$ cat src/rtl/controller.sv
// Instruction-cycle sequencer for a simple accumulator CPU: walks eight
// phases per instruction and decodes the datapath control strobes.
module controller (
   input  logic       clk,
   input  logic       rst_,
   input  logic [2:0] opcode,
   input  logic       zero,
   output logic       sel,
   output logic       rd,
   output logic       ld_ir,
   output logic       inc_pc,
   output logic       ld_pc,
   output logic       ld_ac,
   output logic       data_e,
   output logic       wr,
   output logic       halt,
   output logic [2:0] phase
);

   localparam int unsigned OP_W = 3;

   localparam logic [OP_W-1:0] OP_HLT = 3'd0;
   localparam logic [OP_W-1:0] OP_SKZ = 3'd1;
   localparam logic [OP_W-1:0] OP_ADD = 3'd2;
   localparam logic [OP_W-1:0] OP_AND = 3'd3;
   localparam logic [OP_W-1:0] OP_XOR = 3'd4;
   localparam logic [OP_W-1:0] OP_LDA = 3'd5;
   localparam logic [OP_W-1:0] OP_STO = 3'd6;
   localparam logic [OP_W-1:0] OP_JMP = 3'd7;

   typedef enum logic [OP_W-1:0] {
      INST_ADDR  = 3'd0,
      INST_FETCH = 3'd1,
      INST_LOAD  = 3'd2,
      IDLE       = 3'd3,
      OP_ADDR    = 3'd4,
      OP_FETCH   = 3'd5,
      ALU_OP     = 3'd6,
      STORE      = 3'd7
   } phase_e;

   phase_e r_phase;
   logic   r_halted;
   phase_e w_phase_nxt;
   logic   w_halted_nxt;
   logic   w_aluop;

   assign w_aluop = (opcode == OP_ADD) || (opcode == OP_AND) ||
                    (opcode == OP_XOR) || (opcode == OP_LDA);

   assign phase = 3'(r_phase);

   // Phase and halted-flag registers; reset is asynchronous.
   always_ff @(posedge clk or negedge rst_) begin
      if (!rst_) begin
         r_phase  <= INST_ADDR;
         r_halted <= 1'b0;
      end else begin
         r_phase  <= w_phase_nxt;
         r_halted <= w_halted_nxt;
      end
   end

   // Next-phase sequencing and combinational control decode.
   always_comb begin
      w_phase_nxt  = r_phase;
      w_halted_nxt = r_halted;
      sel    = 1'b0;
      rd     = 1'b0;
      ld_ir  = 1'b0;
      inc_pc = 1'b0;
      ld_pc  = 1'b0;
      ld_ac  = 1'b0;
      data_e = 1'b0;
      wr     = 1'b0;
      halt   = 1'b0;

      if (r_halted) begin
         // Frozen in OP_ADDR until reset; only halt is asserted.
         halt = 1'b1;
      end else begin
         if ((r_phase == OP_ADDR) && (opcode == OP_HLT)) begin
            w_halted_nxt = 1'b1;
         end else begin
            w_phase_nxt = phase_e'(3'(r_phase + 3'd1));
         end

         case (r_phase)
            INST_ADDR: begin
               sel = 1'b1;
            end
            INST_FETCH: begin
               sel = 1'b1;
               rd  = 1'b1;
            end
            INST_LOAD, IDLE: begin
               sel   = 1'b1;
               rd    = 1'b1;
               ld_ir = 1'b1;
            end
            OP_ADDR: begin
               inc_pc = 1'b1;
               halt   = (opcode == OP_HLT);
            end
            OP_FETCH: begin
               rd = w_aluop;
            end
            ALU_OP: begin
               rd     = w_aluop;
               ld_ac  = w_aluop;
               inc_pc = (opcode == OP_SKZ) && zero;
               ld_pc  = (opcode == OP_JMP);
               data_e = (opcode == OP_STO);
            end
            STORE: begin
               rd     = w_aluop;
               ld_ac  = w_aluop;
               inc_pc = (opcode == OP_JMP);
               ld_pc  = (opcode == OP_JMP);
               data_e = (opcode == OP_STO);
               wr     = (opcode == OP_STO);
            end
         endcase
      end
   end

endmodule

$ cat config.mk
export PLATFORM = sky130hd
export DESIGN_NAME = controller
export DESIGN_NICKNAME = d
export VERILOG_FILES = /design/src/rtl/controller.sv
export SDC_FILE = /design/constraint.sdc
export NUM_CORES = 1
export LEC_CHECK = 0
export BUFFER_PORTS_ARGS = -buffer_cell sky130_fd_sc_hd__buf_2
export CORE_AREA = 2 2 39 41
export CTS_CLUSTER_SIZE = 40
export DETAILED_ROUTE_END_ITERATION = 16
export DIE_AREA = 0 0 41 43
export PLACE_DENSITY_LB_ADDON = 0.05
export SLEW_MARGIN = 20
export SYNTH_ARGS = -nofsm -noshare
export SYNTH_HDL_FRONTEND = slang
export SYNTH_SLANG_ARGS = --single-unit
$ cat constraint.sdc
create_clock -name clk -period 2.1 [get_ports clk]
set_input_delay 0.42 -clock clk [delete_from_list [all_inputs] [get_ports clk]]
set_output_delay 0.42 -clock clk [all_outputs]
set_load 0.01 [all_outputs]
==> Word level (Yosys, flattened, before mapping) <==
Index checks and enable logic that the tools add are counted.
{ "totals": {"regBits": 4, "in_bits": 6, "word_cells": 52} }
{ "classes": {"add_sub_neg": 1, "n_eq_ne": 14, "muxes": 20, "n_bitwise": 2, "reduce_logical": 13} }
{ "op_table": {"columns": ["cell", "n"], "rows": [
  ["3-bit == test, second input constant", 8],
  ["1-bit two-way mux", 18],
  ["3-bit by 2-bit == test with 1-bit output, second input constant", 4],
  ["3-bit by 1-bit == test with 1-bit output, second input constant", 2],
  ["3-bit logical NOT", 2],
  ["3-bit OR reduction", 2],
  ["2-bit OR reduction", 2],
  ["4-bit OR reduction", 1],
  ["3-bit by 1-bit adder with 3-bit output, second input constant", 1],
  ["1-bit logical OR", 3],
  ["1-bit case mux with 3 select lines", 1],
  ["1-bit logical AND", 2],
  ["1-bit NOT", 2],
  ["1-bit case mux with 2 select lines", 1],
  ["2-bit AND reduction", 1]
]} }

==> Depth between registers and ports, before layout <==
Gate-level depths: netlist of run 1.
{ "logic_depth": {"ltp_word": 6, "ltp_mapped": 5} }

==> Worst setup path after synthesis of run 1 <==
No wires, ideal clock.
{ "synth_path": {"path_kind": "register -> output", "start": "register r_phase[0] (netlist: phase[0])", "end": "output port rd", "arrival_ns": 1.337, "path_slack_ns": 0.343, "path_stages_with_launch": 6, "path_cell_list": "dfrtp_1 > inv_1 > ha_1 > or2_2 > a21oi_1 > o32ai_1"} }
{ "synth_via": {"elab_chain_cells": 4} }
{ "synth_lines": {"columns": ["item", "line_no", "rtl"], "rows": [
  ["start, declared", "42", "phase_e r_phase;"],
  ["start signal, assigned", "59", "r_phase <= w_phase_nxt;"],
  ["3-bit == test, or another cell as far along", "88", "case (r_phase)"],
  ["3-bit OR reduction (no source line)", null, null],
  ["1-bit case mux with 2 select lines (*)", "88", null],
  ["1-bit two-way mux (*)", "78", "if (r_halted) begin"],
  ["end, declared", "9", "output logic rd,"]
]} }
Mark *: on every way between the ends. The rest lies on a longest branch, timed or not.

==> Worst setup path in the final report of run 1 <==
Same ends and word-level chain as after synthesis.

==> summary.md, run 1 <==
| Metric | Value |
|---|---|
| Initial Util | 28.4% |
| Skew-Pair Late Insertion Delay | 230 ps |
| Area of the core | 0.00138 mm^2 |
| Worst Setup EP | rd |
| First-pass GRT wire length | 1440 um |
| Detailed-route wire length | 944 um |
| Hold crit path type | primary input to asynchronous set/reset pin |
| CP startpoint | phase[0] |
| Outcome | finished, final reports clean |
| Overall power | 0.817 mW |
| Net Sw Frac | 45.6% |
| Number of remaining DRC errors | 0 |
| Reg2reg start | phase[1] |
| Post-Place Cells | 77 |
| Area Overhead vs Synth | 43.0% |
| Wire per inst | 11.5 um |
| FFs w/ async S/R, synth | 100% |
| Number of synthesized flops with an enable pin | 0 |
| Netlist cell types | 22 |
| # rows | 14 |
| Die ar. | 0.00176 mm^2 |
| Number of CTS-inserted buffers | 3 |
| ANT cells | 0 |
| Final period util | 95.2% |
| DR vias | 393 |
| Final hold viol count | 0 |
| Clock Skew | 0.594 ps |
| Vias in the first global route | 377 |
| Routed Antenna Nets | 0 |
| Power Internal | 0.445 mW |
| CP Launch Type | register |
| Register-to-Register Path Depth | 5 |
| Gr ovfl total | 0 |
| Vias per cell | 4.79 |
| Max cap viols | 0 |
| Initial drt markers | 4 |
| Seq/Total Area, Yosys | 25.5% |
| DRT Pass-1 Iters | 2 |
| Placer Congestion | 0.713 |
| Sum Neg Setup Slack | 0 ps |
| Initial antenna violation count | 0 |
| Warnings from Yosys | 0 |
| Share of cells above drive strength 1 | 45.5% |
| Worst-margin pin slew | 309 ps |
| Final HPWL DP | 702 um |
| Die extent in y | 43 um |
| Root Driver | clkbuf_4 |
| # IOs | 18 |
| Critical path arrival | 1580 ps |
| Ys flop type | dfrtp_1 |
| Tot GR Track Use | 12.0% |
| Count of final setup violators | 0 |
| Fmax | 0.500 GHz |
| Clock sinks | 4 |
| Synth Cell Area | 393 um^2 |
| End of the worst register-to-register path | phase[1] |
| Gate count after technology mapping | 45 |
| Slew headroom | 79.4% |
| Max Root-Sink Buffers | 2 |
| Gate power share | 65.2% |
| CTS tree | done |
| Width of the die | 41 um |
| Syn_nets | 58 |
| RSZ-0062 raised after global routing | no |
| Mapped Avg Cell Area | 8.73 um^2 |
| Reg area | 100 um^2 |
| Multi-input logic area | 302 um^2 |
| Critical path class | register to output port |
| Reg2reg setup slack | 560 ps |
| Clock share of power | 11.2% |
| Post-layout util | 40.6% |
| Slew Viols, Final | 0 |
| Flops & latches, synth | 4 |
| Layout Nets | 81 |
| # H-tree levels | 1 |
| Cell Count, Final, Fillers Out | 82 |
| Pwr/cell area | 1450 mW/mm^2 |
| Flop pwr share | 23.6% |
| IO buf count | 17 |
| Psw | 0.373 mW |
| Hold Worst Slack | 534 ps |
| Clock Pin Slew Worst Setup and Hold Paths | 40 ps |
| Fillcell total | 151 |
| Largest net degree at the start of global routing | 11 |
| Worst VDD drop | 0.562 mV |
| Worst setup EP type | output port |
| Req. time, crit path | 1680 ps |
| P_leak | 0.277 nW |
| Crit path time final | 2000 ps |
| Crit Path Max Fanout | 4 |
## routing by layer
| metal | routed length [um] | up-vias | track usage, % |
|---|---|---|---|
| li1 | - | 200 | - |
| met1 | 415 | 184 | 14.3 |
| met2 | 498 | 9 | 17.8 |
| met3 | 30 | 0 | 3.14 |
| met4 | 0 | 0 | 8.00 |
| met5 | 0 | - | 0 |
## logic make-up after synthesis
| kind of cell | after synthesis | share of synthesized area, % |
|---|---|---|
| buffers and inverters | 5 | 5.09 |
| multiplexers | 1 | 3.82 |
| flip-flops | 4 | 25.5 |
| AND/OR/NAND/NOR | 16 | 23.2 |
| AO/OA/AOI/OAI | 10 | 15.6 |
| XOR/XNOR | 2 | 4.46 |
| adder cells (fa/ha/maj) | 7 | 22.3 |
## cells in the mapped netlist, drive strengths merged, types with 2 or more instances
cell type,instances,share of area [%]
nand2,3,2.9
inv,4,3.8
nor2,4,3.8
o21ai,2,2.5
nand4,2,3.2
ha,7,22
nor4b,2,6.1
a21oi,5,7.3
xnor2,2,4.5
dfrtp,4,25
## per-stage QoR
stage               setup slack (ps)  area, um^2
detailed placement               217         493
finish                           101         562
CTS                             7.20         537
global route                    13.2         562
floorplan                        343         393
global placement                 265         493
## cell type report
| class | count | area share, % |
|---|---|---|
| Tap cell | 16 | 3.56 |
| Clock buffer | 3 | 4.01 |
| Timing Repair Buffer | 19 | 18.3 |
| Sequential cell | 4 | 17.8 |
| Inverter | 4 | 2.67 |
| Multi-Input combinational cell | 36 | 53.7 |
## registers in the layout, summed over array words and instances (netlist names)
| signal | cells |
|---|---|
| phase | 3 |
| r_halted | 1 |
## what timing repair did
item,4_1_cts,5_1_grt
hold buffers,1,0
hold endpoints to repair,4,0
buffers inserted,1,0
endpoints found under the setup margin,2,4
pin swaps,0,1
resized for setup,1,6
cloned,0,0
## worst min path at each step
stage | to | slack [ps] | cells after the start
3_5_place_dp | phase[0] | 230 | 1
2_1_floorplan | phase[0] | 120 | 0
6_report | r_halted | 530 | 2
3_3_place_gp | phase[0] | 230 | 1
4_1_cts | r_halted | 510 | 2
5_1_grt | r_halted | 540 | 2
## worst max-delay path, stage by stage, from the launching register on
cell	delay [ps]
dfrtp_1	400
buf_4	150
ha_1	180
or2_4	240
a21oi_2	140
o32ai_1	90
buf_2	150
## power groups by stage
stage / logic (mW) / registers [mW] / clock network (mW)
after floorplan: 0.330 / 0.173 / 0
after global placement: 0.485 / 0.193 / 0
after detailed placement: 0.471 / 0.193 / 0
after CTS: 0.500 / 0.191 / 0.0989
after global routing: 0.589 / 0.207 / 0.0995
final: 0.533 / 0.193 / 0.0916
## cells in the final DEF, fill, tap and decap left out, drive strengths merged, types with 2 or more instances in the layout
| master | netlist | routed |
|---|---|---|
| o21ai | 2 | 2 |
| nor4b | 2 | 2 |
| a21oi | 5 | 5 |
| ha | 7 | 7 |
| dfrtp | 4 | 4 |
| nand4 | 2 | 2 |
| inv | 4 | 4 |
| buf | 1 | 18 |
| xnor2 | 2 | 2 |
| nor2 | 4 | 4 |
| nand2 | 3 | 3 |
| clkbuf | 0 | 3 |
No activity file was read; power rests on OpenSTA's default activity.
==> run 2: changes to the inputs <==
--- a/config.mk
+++ b/config.mk
@@ -6,11 +6,12 @@
 export NUM_CORES = 1
 export LEC_CHECK = 0
 export BUFFER_PORTS_ARGS = -buffer_cell sky130_fd_sc_hd__buf_2
-export CORE_AREA = 2 2 39 41
+export CORE_AREA = 4 4 41 43
 export CTS_CLUSTER_SIZE = 40
 export DETAILED_ROUTE_END_ITERATION = 16
-export DIE_AREA = 0 0 41 43
+export DIE_AREA = 0 0 45 47
 export PLACE_DENSITY_LB_ADDON = 0.05
+export REMOVE_ABC_BUFFERS = 1
 export SLEW_MARGIN = 20
 export SYNTH_ARGS = -nofsm -noshare
 export SYNTH_HDL_FRONTEND = slang
==> summary.md, run 2 (same netlist as run 1, synthesis figures left out) <==
| Metric | Value |
|---|---|
| CTS tree | done |
| Max cap viols | 0 (unchanged) |
| Worst setup EP type | output port |
| Req. time, crit path | 1680 ps (about the same) |
| Final HPWL DP | 746 um (+6.1%) |
| Slew Viols, Final | 0 (unchanged) |
| CP max stage delay | 390 ps (about the same) |
| End of the worst register-to-register path | phase[1] |
| Layout Nets | 82 (+1.2%) |
| Share of cells above drive strength 1 | 49.3% (+3.8 points) |
| Vias per cell | 4.78 (-0.25%) |
| DRT Pass-1 Iters | 4 (+2) |
| Routed Antenna Nets | 0 (unchanged) |
| Multi-input logic area | 300 um^2 (-0.41%) |
| Crit Path Max Fanout | 4 (unchanged) |
| Largest net degree at the start of global routing | 11 (unchanged) |
| Cell mode on critical path | ha_1 |
| Critical path arrival | 1580 ps (about the same) |
| Met3 GRT Util | 3.07% (-0.076 points) |
| First-pass GRT wire length | 1540 um (+7.2%) |
| Worst VDD drop | 0.624 mV (+11%) |
| Psw | 0.379 mW (+1.6%) |
| Max reg flops | 3 (unchanged) |
| Fillcell total | 148 (-2.0%) |
| Pwr/cell area | 1480 mW/mm^2 (+2.1%) |
| Placer Congestion | 0.757 (+6.2%) |
| Crit path time final | 2000 ps (+4.21 ps) |
| Clock sinks | 4 (unchanged) |
| Clock Pin Slew Worst Setup and Hold Paths | 30 ps (about the same) |
| Most frequent cells in the layout | buf_2 (17), ha_1 (5), nor2_1 (4) |
| # H-tree levels | 1 (unchanged) |
| Slew headroom | 81.2% (+1.8 points) |
| Net Sw Frac | 44.9% (-0.72 points) |
| Power Internal | 0.465 mW (+4.6%) |
| Die ar. | 0.00212 mm^2 (+20%) |
| Initial antenna violation count | 0 (unchanged) |
| Most Crowded Layer GR | met1 |
| Die extent in y | 47 um (+9.3%) |
| CP cell instances | buf_4 -> ha_1 -> ha_1 -> a21oi_2 -> o32ai_1 -> buf_2 |
| Stages on worst setup path | 6 (unchanged) |
| Area of the core | 0.00130 mm^2 (-6.0%) |
| Register-to-Register Path Depth | 5 (unchanged) |
| Count of final setup violators | 0 (unchanged) |
| CP bufs+invs | 2 (unchanged) |
| Root Driver | clkbuf_4 |
| Met2 usage | 13.6% (-4.3 points) |
| CP Launch Type | register |
| Clock share of power | 10.7% (-0.5 points) |
| Reg2reg setup slack | 580 ps (+20 ps) |
| Gr ovfl total | 0 (unchanged) |
| # IOs | 18 (unchanged) |
| IO buf count | 17 (unchanged) |
| Number of CTS-inserted buffers | 3 (unchanged) |
| DR vias | 392 (-0.25%) |
| # rows | 13 (-1) |
| Clock Skew | 0.283 ps (-0.311 ps) |
| Setup slack at placement | 220 ps (+2.30 ps) |
| Initial drt markers | 2 (-2) |
| Number of remaining DRC errors | 0 (unchanged) |
| Wire per inst | 11.5 um (+0.32%) |
| ANT cells | 0 (unchanged) |
| Tot GR Track Use | 10.2% (-1.8 points) |
| P_leak | 0.277 nW (about the same) |
| Family with the most delay on the worst path | flip-flops |
| Flop pwr share | 23.1% (-0.5 points) |
| Skew-Pair Late Insertion Delay | 230 ps (about the same) |
| Detailed-route wire length | 947 um (+0.32%) |
| Width of the die | 45 um (+9.8%) |
| Initial Util | 30.2% (+1.8 points) |
| Critical path class | register to output port |
| Sum Neg Setup Slack | 0 ps (unchanged) |
| Area Overhead vs Synth | 44.6% |
| Hold crit path type | primary input to asynchronous set/reset pin |
| Outcome | finished, final reports clean |
| Fmax | 0.499 GHz (-0.21%) |
| Vias in the first global route | 365 (-3.2%) |
| Worst setup slack after layout | 97.3 ps (-4.21 ps) |
| Reg2reg start | phase[1] |
| Max Root-Sink Buffers | 2 (unchanged) |
| Final hold viol count | 0 (unchanged) |
| Most common cell after layout, fill and taps aside | buf_2 |
| Reg area | 101 um^2 (+1.2%) |
| Final period util | 95.4% (+0.20 points) |
| Worst-margin pin slew | 282 ps (-27.4 ps) |
| Gate power share | 66.1% (+0.9 points) |
| Met1 Usage GRT | 14.0% (-0.33 points) |
| Post-layout util | 43.7% (+3.1 points) |
| Cell with the largest stage delay on the worst path | dfrtp_1 |
run 2: cell count changes in the layout (fill, tap and decap cells not counted):
cell,change
dfrtp_2,+1
nor4b_1,+1
ha_2,+2
buf_4,+1
dfrtp_1,-1
ha_1,-2
nor4b_2,-1
run 2: power groups by stage:
stage          combinational (mW)  sequential (mW)  clock (mW)
6_report                    0.558            0.195      0.0906
5_1_grt                     0.625            0.209       0.101
4_1_cts                     0.496            0.188      0.0972
3_5_place_dp                0.479            0.190           0
3_3_place_gp                0.490            0.191           0
2_1_floorplan               0.305            0.191           0
run 2: through the flow:
stage / instance area [um^2] / hold WS, ps / total power, mW / instances
global placement: 492 / 228 / 0.681 / 76
finish: 568 / 514 / 0.844 / 82
floorplan: 388 / 124 / 0.495 / 44
CTS: 528 / 511 / 0.781 / 80
detailed placement: 492 / 227 / 0.669 / 76
global route: 568 / 523 / 0.935 / 82
run 2: layout make-up:
type	count	share of cell area [%]
sequential	4	17.8
inverter	4	2.64
clock buffer	3	3.96
tap	15	3.30
multi-input combinational	36	52.9
timing repair buffer	20	19.4
run 2: worst max path at each step:
stage          startpoint  to  slack [ps]
2_1_floorplan    phase[0]  rd         340
3_3_place_gp     phase[0]  rd         260
3_5_place_dp     phase[0]  rd         220
4_1_cts          phase[0]  rd           2
5_1_grt          phase[0]  rd          -1
6_report         phase[0]  rd         100
run 2: timing repair:
action | CTS | global route
setup buffers | 0 | 2
hold buffers | 1 | 0
hold endpoints to repair | 4 | 0
pin swaps | 0 | 3
gates resized for setup | 1 | 8
setup endpoints to repair | 2 | 6
run 2: per-layer routing:
metal	up-vias	wire [um]
met5	-	0
met1	174	432
li1	205	-
met2	13	447
met3	0	67
met4	0	0
